--- config.mk ---
export PLATFORM = sky130hd
export DESIGN_NAME = tour_move_seq
export DESIGN_NICKNAME = d
export VERILOG_FILES = /design/src/rtl/tour_move_seq.sv
export SDC_FILE = /design/constraint.sdc
export NUM_CORES = 1
export LEC_CHECK = 0
export CORE_MARGIN = 3
export CORE_UTILIZATION = 30
export DETAILED_ROUTE_END_ITERATION = 6
export PLACE_DENSITY = 0.66
export SYNTH_ARGS = -nofsm -noshare
export SYNTH_HDL_FRONTEND = slang
export SYNTH_SLANG_ARGS = --single-unit
--- constraint.sdc ---
create_clock -name clk -period 6.5 [get_ports clk]
set_input_delay 1.3 -clock clk [delete_from_list [all_inputs] [get_ports clk]]
set_output_delay 1.3 -clock clk [all_outputs]
set_load 0.01 [all_outputs]
--- src/rtl/tour_move_seq.sv ---
// tour_move_seq
//   Plays back a solved knight's tour by taking over the command path.
//   Each of the 24 one-hot moves becomes two commands. The first is a
//   vertical leg (opcode 0x2). The second is a horizontal leg with
//   fanfare (opcode 0x3). Each command is handed to the command processor
//   and the sequencer waits for its completion before going on.
//
//   Ports
//     clk, rst          clock, synchronous active-high reset
//     start_tour        one-cycle pulse: solver move list is ready
//     move[7:0]         one-hot move read from solver memory at mv_indx
//     mv_indx[4:0]      index of the move being executed (0..23)
//     cmd_UART[15:0]    command from the UART wrapper
//     cmd_rdy_UART      command-valid from the UART wrapper
//     clr_cmd_rdy       command processor has taken the current command
//     send_resp         command processor has finished the current command
//     clr_cmd_rdy_UART  clr_cmd_rdy forwarded to the UART while not usurped
//     cmd[15:0]         command to the command processor
//     cmd_rdy           command-valid to the command processor
//     usurp             high while this block owns the command path
//     resp[7:0]         response byte returned to the remote
//     tour_err          one-cycle pulse on an illegal move or an abort
//
//   Build option
//     TOUR_ABORT_EN  when defined, a UART command arriving mid-tour aborts
//                    the tour and the UART command is consumed.
module tour_move_seq (
   input  logic        clk,
   input  logic        rst,
   input  logic        start_tour,
   input  logic [7:0]  move,
   output logic [4:0]  mv_indx,
   input  logic [15:0] cmd_UART,
   input  logic        cmd_rdy_UART,
   input  logic        clr_cmd_rdy,
   input  logic        send_resp,
   output logic        clr_cmd_rdy_UART,
   output logic [15:0] cmd,
   output logic        cmd_rdy,
   output logic        usurp,
   output logic [7:0]  resp,
   output logic        tour_err
);

   localparam logic [4:0] LAST_MOVE = 5'd23;
   localparam logic [7:0] RESP_ACK  = 8'hA5;
   localparam logic [7:0] RESP_BUSY = 8'h5A;

   typedef enum logic [2:0] {IDLE, VERT, WAIT_V, HORZ, WAIT_H} state_t;

   state_t     state_q, state_d;
   logic [4:0] mv_indx_q, mv_indx_d;
   logic       tour_err_q, tour_err_d;
   logic       move_legal;
   logic       abort_req;

   // Vertical leg. Moves 0,1,2,7 head north and moves 0,1,4,5 cover
   // two squares vertically.
   function automatic logic [15:0] vert_cmd(input logic [7:0] m);
      logic [7:0] heading;
      logic [3:0] count;
      heading = ((m & 8'b1000_0111) != 8'h00) ? 8'h00 : 8'h7F;
      count   = ((m & 8'b0011_0011) != 8'h00) ? 4'd2 : 4'd1;
      return {4'h2, heading, count};
   endfunction

   // Horizontal leg. Moves 0,5,6,7 head east and moves 2,3,6,7 cover
   // two squares horizontally.
   function automatic logic [15:0] horz_cmd(input logic [7:0] m);
      logic [7:0] heading;
      logic [3:0] count;
      heading = ((m & 8'b1110_0001) != 8'h00) ? 8'hBF : 8'h3F;
      count   = ((m & 8'b1100_1100) != 8'h00) ? 4'd2 : 4'd1;
      return {4'h3, heading, count};
   endfunction

   assign move_legal = $onehot(move);

`ifdef TOUR_ABORT_EN
   assign abort_req = (state_q != IDLE) && cmd_rdy_UART;
`else
   assign abort_req = 1'b0;
`endif

   // State register
   always_ff @(posedge clk) begin
      if (rst) begin
         state_q    <= IDLE;
         mv_indx_q  <= 5'd0;
         tour_err_q <= 1'b0;
      end else begin
         state_q    <= state_d;
         mv_indx_q  <= mv_indx_d;
         tour_err_q <= tour_err_d;
      end
   end

   // Next-state logic
   always_comb begin
      state_d    = state_q;
      mv_indx_d  = mv_indx_q;
      tour_err_d = 1'b0;
      if (abort_req) begin
         state_d    = IDLE;
         tour_err_d = 1'b1;
      end else begin
         case (state_q)
            IDLE: begin
               if (start_tour) begin
                  state_d   = VERT;
                  mv_indx_d = 5'd0;
               end
            end
            VERT: begin
               // The legality check takes priority, so an illegal move
               // never reaches the command processor.
               if (!move_legal) begin
                  state_d    = IDLE;
                  tour_err_d = 1'b1;
               end else if (clr_cmd_rdy) begin
                  state_d = WAIT_V;
               end
            end
            WAIT_V: begin
               if (send_resp) state_d = HORZ;
            end
            HORZ: begin
               if (clr_cmd_rdy) state_d = WAIT_H;
            end
            WAIT_H: begin
               if (send_resp) begin
                  if (mv_indx_q == LAST_MOVE) begin
                     state_d = IDLE;
                  end else begin
                     state_d   = VERT;
                     mv_indx_d = mv_indx_q + 5'd1;
                  end
               end
            end
            default: state_d = IDLE;
         endcase
      end
   end

   // Output logic
   always_comb begin
      usurp            = 1'b1;
      cmd              = vert_cmd(move);
      cmd_rdy          = 1'b0;
      clr_cmd_rdy_UART = 1'b0;
      resp             = RESP_BUSY;
      case (state_q)
         IDLE: begin
            usurp            = 1'b0;
            cmd              = cmd_UART;
            cmd_rdy          = cmd_rdy_UART;
            clr_cmd_rdy_UART = clr_cmd_rdy;
            resp             = RESP_ACK;
         end
         VERT: begin
            cmd_rdy = move_legal;
         end
         WAIT_V: begin
            cmd = vert_cmd(move);
         end
         HORZ: begin
            cmd     = horz_cmd(move);
            cmd_rdy = 1'b1;
         end
         WAIT_H: begin
            cmd  = horz_cmd(move);
            resp = (mv_indx_q == LAST_MOVE) ? RESP_ACK : RESP_BUSY;
         end
         default: begin
            usurp = 1'b0;
            resp  = RESP_ACK;
         end
      endcase
      // An abort consumes the pending UART command in the same cycle.
      if (abort_req) clr_cmd_rdy_UART = 1'b1;
   end

   assign mv_indx  = mv_indx_q;
   assign tour_err = tour_err_q;

endmodule
==> out/results.ini <==
[status]
outcome=completed

[clocking]
clock_latency_ns=0.27
cts_hold_buf=0
cts_num_sinks=9
ctsLongestPathBuffers=2
clk_pin_slew_ns=0.07
cts_max_level=1
cts_root_buf=clkbuf_4
numCtsBuffers=3
cts_tree=done

[routing]
dr_total_vias=1224
drt_iter0_markers=35
drc=0
dr.pass1.iters=4
drtAntennaViolNets=0
via_per_inst=4.96
drt-total-wl_mm=3.13
wl_per_cell_um=12.7

[sta]
max_slew_margin_pct=38.9
max_freq_mhz=160
post-route-period-util_pct=96.0
drv_slew=0
fin_hold_ws_ns=0.507
rsz0062_at_grt=false
tightest_slew_ns=0.911
hold_viol=0
fin_crit_ns=6.24
fin_skew_ns=0.00917
setup_viol=0
finalSetupTns_ns=0

[die]
rows=21
die-area_mm2=0.00434
die-height_um=65.9
start_util_pct=31.7
dieWidth_um=65.9
io_pins=63
core_area_mm2=0.00339

[final_layout]
nets=241
diodes=0
drive_gt1_share_pct=6.97
layout_commonest_cell=clkdlybuf4s50_1
area_delta_synth_final_pct=60.7
layout_common_cells=61 x clkdlybuf4s50_1, 16 x inv_1, 15 x nand2_1, 9 x a21o_1, 9 x dfxtp_1
stdcell_count=247

[synth]
ys_seq_area_share_pct=16.7
synth_edf_count=0
synth_area_mm2=0.00108
synth-warning-count=0
netlist-cell-type-count=47
synth_top_area_cell=dfxtp_1
synth_nets=183
synth_top_area_share_pct=16.7
synthCells=144
synth.avg_cell_area_um2=7.47
ys_top_cells_by_area=dfxtp_1 17%, fa_1 7.4%, a21o_1 6.3%
synthFlopType=dfxtp_1
async_reset_ff_share_pct=0
ys_ff_latch=9

[setup_path]
critPathKind=in -> out
worstPathRequired_ns=5.20
critPathMostFrequentCell=fa_1
max_stage_delay_ns=0.55
crit_fanout=2
worst-endpoint-arrival_ns=4.94
startpoint_type=input pin
path_delay_family=adder cells
worstSetupEndpointType=output port
critPathBufInv=5
crit_chain=clkdlybuf4s50_1 > inv_1 > fa_1 > fa_1 > fa_1 > inv_1 > ha_1 > inv_1 > fa_1 > nand2_1 > o41ai_4 > o21ai_0 > a21oi_1 > clkbuf_2
critPathSlowestCell=fa_1

[power]
power_density_mw_per_mm2=159
vdd_drop_max_uv=60.8
p_total_w=0.000274
p_leak_nw=0.747

[place]
io_buffers=62
gp_congestion=0.745
hpwl_mm=2.55
dp.cells=243

[grt]
grt_max_degree=22
overflow=0
grt_pass1_vias=1184
grt_usage_pct=15.0
grt_pass1_wl_mm=5.14
antenna_found_initial=0

[hold_path]
hp-class=reg -> reg

[run]
drv_cap=0

-- sequential cells by signal (all words and copies together) (netlist names) --
signal    cells
mv_indx       5
state_q       3
tour_err      1
-- worst register-to-register path, cell delays in order (launching register included) --
cell and delay (ns):
dfxtp_1 0.75, nor3_2 0.30, a21o_1 0.28, or4_1 0.50, nand2_1 0.08
-- path summary, 6_finish.rpt --
kind,from,end,slack [ns],cells past startpoint
hold / removal,mv_indx[1],mv_indx[1],0.51,2
setup / recovery,move[0],cmd_rdy,0.26,14
hold reg to reg,mv_indx[1],mv_indx[1],0.51,2
setup reg to reg,state_q[2],mv_indx[4],4.55,4
-- where the power goes --
group	leakage, nW	internal, W	switching (W)	total, W
clock network	0.0150	0.0000237	0.0000210	0.0000447
logic	0.659	0.0000943	0.0000733	0.000168
registers	0.0730	0.0000570	0.00000499	0.0000620
total	0.747	0.000175	0.0000993	0.000274
-- logic make-up (layout without fill, tap and decap cells) --
logic type / Yosys count / count (layout) / synth area share (%)
XOR/XNOR: 2 / 2 / 1.63
AND/OR/NAND/NOR: 57 / 57 / 30.1
adder cells (fa/ha/maj): 9 / 9 / 13.3
buffers and inverters: 28 / 85 / 12.0
flip-flops: 9 / 9 / 16.7
AO/OA/AOI/OAI: 39 / 39 / 26.3
-- through the flow --
step / utilization [%] / setup WS, ns / area (um^2)
2_1_floorplan: - / 0.929 / 1080
3_3_place_gp: 50.4 / -0.0718 / 1710
3_5_place_dp: 50.4 / -0.140 / 1710
4_1_cts: 51.1 / 0.121 / 1730
5_1_grt: 51.0 / 0.0850 / 1730
6_report: 51.0 / 0.259 / 1730
-- per-layer routing --
layer	share of wire [%]	track usage (%)	vias to the layer above
met4	1.3	5.44	0
li1	-	-	617
met3	8.5	4.42	4
met5	0	0	-
met1	42	17.8	558
met2	48	25.3	45
-- layout make-up --
type | instances | area (um^2)
Fill cell | 340 | 1660
Multi-Input combinational cell | 107 | 767
Timing Repair Buffer | 65 | 638
Sequential cell | 9 | 180
Inverter | 16 | 60.1
Tap cell | 46 | 57.6
Clock buffer | 4 | 26.3
-- what timing repair did --
item / 4_1_cts / 5_1_grt
endpoints found under the setup margin: 1 / 1
pin swaps: 0 / 0
buffers inserted: 0 / 0
gates resized for setup: 1 / 2
gates cloned: 0 / 0
-- Yosys cell counts, drive strengths merged, types with 2 or more instances --
cell type and n:
nor2b 2, nor4 3, clkbuf 4, dfxtp 9
nand3 5, nor3 2, buf 8, nand4b 2
nand2 15, ha 5, inv 16, and2 7
nand2b 5, fa 4, and3 2, a21o 9
o211ai 2, a21oi 7, nand4 2, o22ai 2
a22oi 2, o21ai 8, nor2 6
Power figures use the tool's default switching activity.
